===== src/rtl/adsr_env.sv =====
// rtl/adsr_env.sv - ADSR envelope controller producing a 16-bit gain word for the Amp stage
module adsr_env #(
    parameter int CLKSPEED = 50_000_000,
    parameter int TICK_DIV = 1024
) (
    input  logic        clk,
    input  logic        rst,
    input  logic        gate,
    input  logic [15:0] attack_step,
    input  logic [15:0] decay_step,
    input  logic [15:0] sustain_level,
    input  logic [15:0] release_step,
    output logic [15:0] amp,
    output logic [2:0]  state,
    output logic        active
);

    localparam bit PARAM_OK = (CLKSPEED > 0) && (TICK_DIV >= 2) && (TICK_DIV <= 65536);
    localparam int CW = $clog2(TICK_DIV);
    localparam logic [CW-1:0] TMAX = CW'(TICK_DIV - 1);

    // Elaboration-time guard on the parameter ranges.
    if (!PARAM_OK) begin : g_param_check
        $error("adsr_env: TICK_DIV must be 2..65536 and CLKSPEED positive");
    end

    typedef enum logic [2:0] {
        S_IDLE    = 3'd0,
        S_ATTACK  = 3'd1,
        S_DECAY   = 3'd2,
        S_SUSTAIN = 3'd3,
        S_RELEASE = 3'd4
    } env_state_t;

    env_state_t    state_r;
    env_state_t    state_n;
    logic [15:0]   amp_r;
    logic [15:0]   amp_n;
    logic [CW-1:0] tcnt;
    logic          tick;
    logic          gate_q;
    logic          rise;
    logic          fall;
    logic [16:0]   attack_sum;
    logic [16:0]   decay_thr;

    assign tick = (tcnt == TMAX);
    assign rise = gate & ~gate_q;
    assign fall = ~gate & gate_q;

    assign attack_sum = {1'b0, amp_r} + {1'b0, attack_step};
    assign decay_thr  = {1'b0, sustain_level} + {1'b0, decay_step};

    // Free-running tick prescaler, independent of the gate.
    always_ff @(posedge clk) begin
        if (rst) begin
            tcnt <= '0;
        end else if (tick) begin
            tcnt <= '0;
        end else begin
            tcnt <= tcnt + 1'b1;
        end
    end

    // Gate history for edge detection; a key already held through reset
    // is not treated as a fresh press, so gate_q follows gate during reset.
    always_ff @(posedge clk) begin
        gate_q <= gate;
    end

    // State, gain and activity registers.
    always_ff @(posedge clk) begin
        if (rst) begin
            state_r <= S_IDLE;
            amp_r   <= 16'h0000;
            active  <= 1'b0;
        end else begin
            state_r <= state_n;
            amp_r   <= amp_n;
            active  <= (state_n != S_IDLE);
        end
    end

    // Next-state and next-gain: gate edges take priority over tick arithmetic.
    always_comb begin
        state_n = state_r;
        amp_n   = amp_r;
        if (rise) begin
            state_n = S_ATTACK;
        end else if (fall && (state_r == S_ATTACK || state_r == S_DECAY ||
                              state_r == S_SUSTAIN)) begin
            state_n = S_RELEASE;
        end else begin
            case (state_r)
                S_IDLE: begin
                    amp_n = 16'h0000;
                end
                S_ATTACK: begin
                    if (tick) begin
                        if (attack_sum >= 17'h0FFFF) begin
                            amp_n   = 16'hFFFF;
                            state_n = S_DECAY;
                        end else begin
                            amp_n = attack_sum[15:0];
                        end
                    end
                end
                S_DECAY: begin
                    if (tick) begin
                        if ({1'b0, amp_r} < decay_thr) begin
                            amp_n   = sustain_level;
                            state_n = S_SUSTAIN;
                        end else begin
                            amp_n = amp_r - decay_step;
                        end
                    end
                end
                S_SUSTAIN: begin
                    amp_n = sustain_level;
                end
                S_RELEASE: begin
                    if (tick) begin
                        if (amp_r <= release_step) begin
                            amp_n   = 16'h0000;
                            state_n = S_IDLE;
                        end else begin
                            amp_n = amp_r - release_step;
                        end
                    end
                end
                default: begin
                    state_n = S_IDLE;
                    amp_n   = 16'h0000;
                end
            endcase
        end
    end

    assign amp   = amp_r;
    assign state = state_r;

endmodule


===== config.mk =====
export PLATFORM = sky130hd
export DESIGN_NAME = adsr_env
export DESIGN_NICKNAME = d
export VERILOG_FILES = /design/src/rtl/adsr_env.sv
export SDC_FILE = /design/constraint.sdc
export NUM_CORES = 1
export LEC_CHECK = 0
export CAP_MARGIN = 5
export CORE_UTILIZATION = 50
export CTS_BUF_LIST = sky130_fd_sc_hd__clkbuf_16
export CTS_CLUSTER_SIZE = 40
export DETAILED_ROUTE_END_ITERATION = 12
export GPL_TIMING_DRIVEN = 0
export PLACE_DENSITY = 0.72
export SYNTH_ARGS = -nofsm -noshare
export SYNTH_HDL_FRONTEND = slang
export SYNTH_SLANG_ARGS = --single-unit

===== constraint.sdc =====
create_clock -name clk -period 10.7 [get_ports clk]
set_clock_uncertainty 0.15 [all_clocks]
set_input_delay 3.21 -clock clk [delete_from_list [all_inputs] [get_ports clk]]
set_output_delay 3.21 -clock clk [all_outputs]
set_load 0.02 [all_outputs]

* After elaboration in Yosys (flattened, before gate mapping)
Cells that the tools add are included.
** Operators by class
- $mul :: 0
- Equality and inequality tests :: 8
- Reductions and logical operators :: 8
- Shift-type cells :: 0
- Bitwise logic cells :: 6
- Multiplexer cells :: 16
- Magnitude comparators :: 3
- Divide/modulo/power cells :: 0
- $add $sub $neg :: 5
** Operator list (count)
- $mux 16 :: 6
- $pmux 16 s4 :: 1
- $add 16x16->17 :: 2
- $sub 16x16->16 :: 2
- $mux 3 :: 8
- $ge 17x16->1 const B :: 1
- $lt 16x17->1 :: 1
- $le 16x16->1 :: 1
- $pmux 3 s4 :: 1
- $add 10x1->10 const B :: 1
- $eq 10x10->1 const B :: 1
- $eq 3x2->1 const B :: 2
- $ne 2x2->1 const B :: 3
- $reduce_and 5->1 :: 1
- $not 1->1 :: 4
- $reduce_or 2->1 :: 2
- $eq 3x1->1 const B :: 1
- $eq 3x3->1 const B :: 1
- $logic_not 3->1 :: 1
- $reduce_bool 3->1 :: 1
- $and 1x1->1 :: 2
- $logic_or 1x1->1 :: 2
- $logic_and 1x1->1 :: 1
** Word-level totals
- Input port bits :: 67
- Word-level logic and storage cells :: 51
- Latch bits :: 0
- ROM bits :: 0
- Memories kept :: 0
- Flip-flop bits (word level) :: 31
- RAM bits :: 0

* Logic depth before layout (Yosys ltp)
Gate-level depths: netlist (run 1).
- Depth after elaboration :: 8
- Depth in mapped cells :: 21

* Least setup slack after synthesis (run 1)
Ideal clock, no wire load.
- Path type :: input to register
- Start :: input decay_step[1]
- End :: register active
- Cell stages on the path :: 18
- Library setup time :: 0.082 ns
- Path buffers :: 1
- Required time :: 10.468 ns
- Arrival :: 6.645 ns
- Path slack :: 3.823 ns
- Path through :: ha_1 -> a21o_1 -> a21oi_1 -> o21bai_1 -> a21oi_1 -> o21bai_1 -> a211oi_1 -> nor2_1 -> nor3_1 -> nor4_1 -> ha_1 -> or4_1 -> a21o_1 -> o211a_1 -> buf_2 -> o31a_1 -> a2111o_1 -> o2111ai_1
** Between the ends
- Cells in the longest elaborated chain, start to end :: 8
** Ends and longest elaborated chain
- start, declared :: line 10 : input logic [15:0] decay_step,
- $add 16x16->17 :: line 52 : assign decay_thr = {1'b0, sustain_level} + {1'b0, decay_step};
- $lt 16x17->1 :: line 110 : if ({1'b0, amp_r} < decay_thr) begin
- $mux 3 :: line 110
- $mux 3 :: line 109 : if (tick) begin
- $pmux 3 s4 :: line 94 : case (state_r)
- $mux 3 :: line 90 : end else if (fall && (state_r == S_ATTACK || state_r == S_DECAY ||
- $mux 3 :: line 88 : if (rise) begin
- $reduce_bool 3->1 :: line 80 : active <= (state_n != S_IDLE);
- end signal, assigned :: line 80
- end, declared :: line 15 : output logic active
No other way between the ends.
A chain may end at the register's enable or synchronous reset.

* Final worst setup path (run 1)
- Start :: input sustain_level[1]
- End :: register amp_r[6] (netlist: amp[6])
** Between the ends
- Cells in the longest elaborated chain, start to end :: 5
** Ends and longest elaborated chain
- start, declared :: line 11 : input logic [15:0] sustain_level,
- $add 16x16->17 :: line 52
- $lt 16x17->1 :: line 110
- $mux 16 :: line 110
- $mux 16 :: line 109
- $pmux 16 s4 :: line 94
- end signal, assigned :: line 79 : amp_r <= amp_n;
- end, declared :: line 37 : logic [15:0] amp_r;
No other way between the ends. The select of a mux whose other input is x is not followed.

==> flow_metrics.py, run 1 <==
metrics = {
    "run_status": {
        "status": "complete, no violations",
    },
    "hold_path": {
        "holdCritPathClass": "flip-flop to flip-flop",
        "timing.hold.worst.start": "tcnt[5]",
        "hold_path_end": "tcnt[5]",
        "hold_path_depth": 2,
    },
    "clocking": {
        "cts-root-buf": "sky130_fd_sc_hd__clkbuf_16",
        "numCtsBuffers": 5,
        "clkTransAtPathRegs_ps": 50,
        "postCtsSetupRepairBufs": 0,
        "clock_latency_ps": 280,
        "clkSinkCount": 31,
        "cts-resized-gates": 0,
        "clock_tree_from_tritoncts": "yes",
        "cts-root-to-sink-buffers": 2,
        "cts_hold_buf": 0,
        "htreeDepth": 2,
    },
    "power_and_ir_drop": {
        "p_int_w": 0.000281,
        "proportion_of_power_drawn_by_the_clock_network": 0.313,
        "seq_power_share": 0.289,
        "power.share.switching": 0.333,
        "switching_power_w": 0.000140,
        "peakVddDrop_v": 0.0000708,
        "static-leakage-power_nw": 2.81,
        "cellPowerDensity_mw_per_mm2": 65.0,
        "p_comb_frac": 0.398,
    },
    "drt": {
        "antenna_left": 0,
        "avgViaCountPerCell": 6.04,
        "first_pass_iters": 5,
        "routed-via-count": 5661,
        "first_iter_violations": 395,
        "drc_errors": 0,
        "drt-total-wl_um": 15700,
        "wl_per_cell_um": 16.7,
    },
    "sta": {
        "worst-slew-pin-transition_ps": 853,
        "fmax_ghz": 0.127,
        "post-route-min-period_ps": 7890,
        "final-max-slew-violation-count": 0,
        "hold_viol": 0,
        "final_min_period_over_clock_period": 0.737,
        "rsz0062_at_grt": "no",
        "worst_slew_margin_rel": 0.417,
        "setup_viol": 0,
        "setup_tns_ps": 0,
    },
    "floorplanning": {
        "core_area_sq_mm": 0.0103,
        "die_x_um": 105,
        "starting_utilization_of_the_core_area": 0.515,
        "fp-row-count": 37,
        "floorplan.io_pins": 87,
        "dieHeight_um": 105,
        "dieArea_sq_mm": 0.0111,
    },
    "setup_path": {
        "r2r_setup_slack_ps": 7040,
        "critical_path.startpoint_type": "input pin",
        "regToRegEndpoint": "amp[5]",
        "crit_arrival_ps": 7900,
        "crit_required_ps": 10710,
        "critical_path.reg2reg.startpoint": "amp[1]",
        "crit_path_max_fanout": 10,
        "critPathKind": "input pin to flip-flop",
        "end_kind": "flip-flop",
        "reg2reg_depth": 12,
    },
    "final_layout": {
        "finish.net_count": 952,
        "number_of_diodes_added_for_antenna_fixing": 0,
        "areaGrowthSynthToFinish_pct": 21.9,
        "drive_gt1_frac": 0.0324,
        "final_core_utilization": 0.628,
        "n_fill_cell": 927,
    },
    "synthesis": {
        "avg_inst_size_synth_sq_um": 7.50,
        "postSynthRegisterBits": 31,
        "ys.warnings.count": 0,
        "netlist_area_sq_mm": 0.00532,
        "synth_sequential_area_ratio": 0.117,
        "yosys_most_used_dff": "sky130_fd_sc_hd__dfxtp_1",
        "cell_count_after_synthesis": 709,
        "synthMostInstantiatedCell": "sky130_fd_sc_hd__ha_1",
        "synthTopCellsByArea": "sky130_fd_sc_hd__ha_1, sky130_fd_sc_hd__dfxtp_1, sky130_fd_sc_hd__a21oi_1, sky130_fd_sc_hd__xor2_1, sky130_fd_sc_hd__inv_1",
        "number_of_synthesized_flops_with_an_enable_pin": 0,
        "yosys_top_cell_by_area": "sky130_fd_sc_hd__ha_1",
        "synth_nets": 859,
        "synth.cells.most_frequent": "sky130_fd_sc_hd__ha_1, sky130_fd_sc_hd__a21oi_1, sky130_fd_sc_hd__inv_1",
        "cell_variety_after_synth": 73,
        "post_synthesis_async_set_or_reset_flop_share": 0,
        "netlist.area_leader.share": 0.186,
    },
    "global_route": {
        "total_overflow_reported_by_the_global_router": 0,
        "global_route_wire_length_before_repair_um": 26400,
        "gr-max-usage-layer": "met2",
        "grt_util_met3": 0.0293,
        "grt_use_met2": 0.509,
        "antenna_found_initial": 0,
        "groute.layer.met1.usage": 0.390,
        "number_of_global_route_vias_before_repair": 5523,
        "grtUsageTotal": 0.292,
        "grt_start_max_net_pins": 11,
    },
    "place": {
        "global_placement_routability_congestion": 0.947,
        "port_buffers": 86,
        "dp_hpwl_um": 13100,
    },
    "run": {
        "max-cap-violations": 0,
    },
}
## flip-flops by register name (all words and copies together), names as in the netlist
register	cells
tcnt	10
amp	16
gate_q	1
state	3
active	1
## worst max path at each step
stage | startpoint | endpoint | slack [ps] | cells past startpoint
5_1_grt | decay_step[1] | amp[2] | 2310 | 21
3_5_place_dp | sustain_level[1] | amp[2] | 2530 | 22
3_3_place_gp | decay_step[1] | amp[2] | 2530 | 21
6_report | sustain_level[1] | amp[6] | 2810 | 22
2_1_floorplan | decay_step[1] | active | 3820 | 18
4_1_cts | sustain_level[1] | amp[2] | 2770 | 22
## cells in the final DEF, fill, tap and decap left out, drive strengths merged, types with 10 or more instances in the layout
| cell | n |
|---|---|
| clkdlybuf4s50 | 86 |
| ha | 79 |
| a21oi | 63 |
| inv | 62 |
| nor2 | 61 |
| o21ai | 48 |
| nand2 | 41 |
| dfxtp | 31 |
| xor2 | 28 |
| xnor2 | 24 |
| nor3 | 22 |
| o31a | 17 |
| clkbuf | 17 |
| mux2i | 16 |
| o21a | 14 |
| a211oi | 13 |
| nand2b | 12 |
| o221ai | 12 |
| a21o | 11 |
| nand4 | 11 |
| nand3 | 10 |
## metrics by stage
stage	setup WS [ps]	total power [W]	instance area, sq um	cells	hold slack [ps]
after floorplan	3820	0.000231	5320	709	303
after global placement	2530	0.000285	6350	931	339
after detailed placement	2530	0.000289	6350	931	353
after CTS	2770	0.000419	6480	938	365
after global routing	2310	0.000446	6480	938	408
final	2810	0.000421	6480	938	359
## worst max-delay path: stages
cell	delay, ps
sky130_fd_sc_hd__clkdlybuf4s50_1	590
sky130_fd_sc_hd__ha_1	280
sky130_fd_sc_hd__a21o_1	160
sky130_fd_sc_hd__a21oi_1	230
sky130_fd_sc_hd__o21bai_1	90
sky130_fd_sc_hd__a21oi_1	220
sky130_fd_sc_hd__o21bai_1	120
sky130_fd_sc_hd__a211oi_1	530
sky130_fd_sc_hd__o31ai_1	170
sky130_fd_sc_hd__a21oi_1	200
sky130_fd_sc_hd__xor2_1	90
sky130_fd_sc_hd__ha_1	270
sky130_fd_sc_hd__o21ai_0	80
sky130_fd_sc_hd__nand2b_1	70
sky130_fd_sc_hd__a21oi_1	60
sky130_fd_sc_hd__a211oi_1	170
sky130_fd_sc_hd__o211a_1	180
sky130_fd_sc_hd__buf_2	210
sky130_fd_sc_hd__buf_4	260
sky130_fd_sc_hd__mux2i_1	280
sky130_fd_sc_hd__o221ai_1	160
sky130_fd_sc_hd__o31a_1	260
## final cells by class
class,count,area (sq um),area share
clock buffers,5,125,0.0193
plain buffers,16,73.8,0.0114
well taps,136,170,0.0262
inverters,62,233,0.0359
flip-flops and latches,31,621,0.0957
repair buffers,86,861,0.133
clock inverters,2,8.76,0.00135
multi-input cells,600,4390,0.677
## cells by family (layout without fill, tap and decap cells)
kind of cell             Yosys count  count (layout)  share of synthesized area
multiplexers                      19              19                     0.0365
adder cells (fa/ha/maj)           83              83                      0.201
buffers and inverters             78             171                     0.0576
flip-flops                        31              31                      0.117
XOR/XNOR                          52              52                     0.0856
AND/OR/NAND/NOR                  208             208                      0.196
AO/OA/AOI/OAI                    238             238                      0.307
## power by group through the flow
| stage | clock network [W] | logic [W] | registers, W |
|---|---|---|---|
| 2_1_floorplan | 0 | 0.000107 | 0.000124 |
| 3_3_place_gp | 0 | 0.000161 | 0.000124 |
| 3_5_place_dp | 0 | 0.000165 | 0.000124 |
| 4_1_cts | 0.000131 | 0.000166 | 0.000122 |
| 5_1_grt | 0.000137 | 0.000187 | 0.000122 |
| 6_report | 0.000132 | 0.000168 | 0.000122 |
## per-layer routing
metal,up-vias,share of wire
li1,2837,-
met1,2604,0.46
met2,204,0.47
met3,16,0.066
met4,0,0.011
met5,-,0
No activity file was read; power rests on OpenSTA's default activity.
==> inputs of run 2 (changes only) <==
PLACE_DENSITY = 0.75   (was 0.72)
clock period = 6.75 ns   (was 10.7 ns; I/O delays follow)
==> run 2 against run 1 <==
Clock power rose by 93%. Critical path depth fell by 3. Non-clock buffer count increased by 1. Wire length down 0.19%. Final area is 1.1% higher. Sequential power rose by 58%. First-iteration DRC count increased by 26%. Combinational power up 61%. Cell count grew 0.21%. Critical path type unchanged. Critical endpoint is now amp[2]. Highest routed layer unchanged.
==> flow_metrics.py, run 2 (synthesized netlist as in run 1, its figures left out) <==
metrics = {
    "global_route": {
        "global_route_wire_length_before_repair_um": 26000,
        "grtUsageTotal": 0.289,
        "antenna_found_initial": 0,
        "total_overflow_reported_by_the_global_router": 0,
        "grt_start_max_net_pins": 11,
        "number_of_global_route_vias_before_repair": 5609,
    },
    "place": {
        "global_placement_routability_congestion": 0.923,
        "port_buffers": 86,
        "dpl.cell_count": 931,
        "dp_hpwl_um": 13000,
    },
    "sta": {
        "fmax_ghz": 0.154,
        "worst_slew_margin_rel": 0.415,
        "rsz0062_at_grt": "no",
        "final-max-slew-violation-count": 0,
        "worst-slew-pin-transition_ps": 856,
        "hold_viol": 0,
        "setup_viol": 0,
        "final_min_period_over_clock_period": 0.965,
        "post-route-min-period_ps": 6510,
        "fin_hold_ws_ps": 355,
    },
    "final_layout": {
        "largest_register_ffs": 16,
        "final_core_utilization": 0.635,
        "number_of_diodes_added_for_antenna_fixing": 0,
        "multiInputGateArea_sq_mm": 0.00442,
        "instances_no_fill": 940,
        "finish.net_count": 953,
        "n_fill_cell": 904,
        "ff_latch_area_sq_um": 621,
        "drive_gt1_frac": 0.0398,
        "areaGrowthSynthToFinish_pct": 23.2,
        "layout_commonest_cell": "sky130_fd_sc_hd__clkdlybuf4s50_1",
        "layout_common_cells": "sky130_fd_sc_hd__clkdlybuf4s50_1, sky130_fd_sc_hd__ha_1, sky130_fd_sc_hd__inv_1",
    },
    "setup_path": {
        "end_kind": "flip-flop",
        "count_of_cell_instances_traversed_by_the_critical_path": 19,
        "buffers_inverters_on_critical_path": 3,
        "critical-path-top-delay-family": "compound AO/OA/AOI/OAI gates",
        "critPathKind": "input pin to flip-flop",
        "slowest_delay_ps": 470,
        "crit_required_ps": 6770,
        "critical_path.startpoint_type": "input pin",
        "cpMaxStageDelayCell": "sky130_fd_sc_hd__clkdlybuf4s50_1",
        "crit_path_max_fanout": 10,
        "reg2reg_depth": 12,
        "worst_path_most_repeated_cell": "sky130_fd_sc_hd__ha_1",
        "path_cells": "clkdlybuf4s50_1 > ha_1 > fa_1 > a211oi_1 > o21ai_1 > a31oi_4 > xnor2_1 > ha_1 > nand4_1 > nor3b_1 > a21oi_1 > o21ai_0 > a21o_1 > o211a_1 > buf_2 > buf_6 > mux2i_1 > o221ai_1 > o31a_1",
        "crit_arrival_ps": 6530,
    },
    "clocking": {
        "clock_tree_from_tritoncts": "yes",
        "clock_latency_ps": 280,
        "clkTransAtPathRegs_ps": 50,
        "clkSinkCount": 31,
        "cts-root-buf": "sky130_fd_sc_hd__clkbuf_16",
        "numCtsBuffers": 5,
        "htreeDepth": 2,
        "cts-root-to-sink-buffers": 2,
        "cts_hold_buf": 0,
    },
    "floorplanning": {
        "core_area_sq_mm": 0.0103,
        "fp-row-count": 37,
        "floorplan.io_pins": 87,
        "dieArea_sq_mm": 0.0111,
        "starting_utilization_of_the_core_area": 0.515,
        "dieHeight_um": 105,
        "die_x_um": 105,
    },
    "drt": {
        "antenna_left": 0,
        "first_iter_violations": 497,
        "routed-via-count": 5668,
        "wl_per_cell_um": 16.6,
        "drc_errors": 0,
        "drt-total-wl_um": 15600,
        "avgViaCountPerCell": 6.03,
        "first_pass_iters": 5,
    },
    "power_and_ir_drop": {
        "peakVddDrop_v": 0.000103,
        "switching_power_w": 0.000232,
        "cellPowerDensity_mw_per_mm2": 110,
        "power.share.switching": 0.323,
        "seq_power_share": 0.268,
        "proportion_of_power_drawn_by_the_clock_network": 0.355,
        "p_comb_frac": 0.377,
        "p_int_w": 0.000487,
        "static-leakage-power_nw": 2.85,
        "finalPower_w": 0.000719,
    },
    "hold_path": {
        "hold_path_depth": 1,
        "holdCritPathClass": "flip-flop to flip-flop",
    },
    "run": {
        "max-cap-violations": 0,
    },
    "run_status": {
        "status": "complete, no violations",
    },
}
run 2: cell count changes in the layout (fill, tap and decap cells not counted):
cell                              change
sky130_fd_sc_hd__a21oi_1              -3
sky130_fd_sc_hd__a21oi_2              +3
sky130_fd_sc_hd__clkdlybuf4s50_1      -2
sky130_fd_sc_hd__dlymetal6s2s_1       +2
sky130_fd_sc_hd__a211oi_1             -1
sky130_fd_sc_hd__a211oi_2             +1
sky130_fd_sc_hd__a31oi_2              -1
sky130_fd_sc_hd__a31oi_4              +1
sky130_fd_sc_hd__buf_6                +1
sky130_fd_sc_hd__bufinv_16            +1
run 2: cell type report:
cell class / instances / share of cell area
multi-input cells: 600 / 0.674
repair buffers: 87 / 0.133
flip-flops and latches: 31 / 0.0947
inverters: 62 / 0.0355
well taps: 136 / 0.0260
clock buffers: 5 / 0.0191
plain buffers: 16 / 0.0118
clock inverters: 3 / 0.00592
run 2: routing by layer:
layer	track usage	part of all wire	vias up	wire (um)
met1	0.373	0.46	2592	7130
li1	-	-	2833	-
met5	0	0	-	0
met4	0.0936	0.019	0	300
met2	0.500	0.46	220	7250
met3	0.0306	0.061	23	962
run 2: metrics by stage:
stage / setup TNS, ps / setup slack, ps / instance area [sq um]
detailed placement: -3340 / -347 / 6350
global route: 0 / 20.2 / 6560
finish: 0 / 236 / 6560
global placement: -1560 / -197 / 6350
CTS: 0 / 109 / 6520
floorplan: 0 / 1060 / 5320
run 2: timing repair:
item | 4_1_cts | 5_1_grt
endpoints found under the setup margin | 4 | 16
resized for setup | 1 | 7
cloned | 0 | 0
setup buffers | 0 | 1
hold endpoints to repair | 0 | 0
pin swaps | 0 | 1
run 2: worst paths after layout:
kind,startpoint,endpoint,slack (ps)
min reg2reg,tcnt[0],tcnt[0],350
max reg2reg,amp[1],amp[9],2980
max,sustain_level[0],amp[2],240
min,tcnt[0],tcnt[0],350
run 2: power by group through the flow:
stage / combinational [W] / clock [W] / sequential [W]
after floorplan: 0.000170 / 0 / 0.000197
after global placement: 0.000255 / 0 / 0.000196
after detailed placement: 0.000261 / 0 / 0.000196
after CTS: 0.000264 / 0.000255 / 0.000192
after global routing: 0.000301 / 0.000264 / 0.000193
final: 0.000271 / 0.000255 / 0.000193
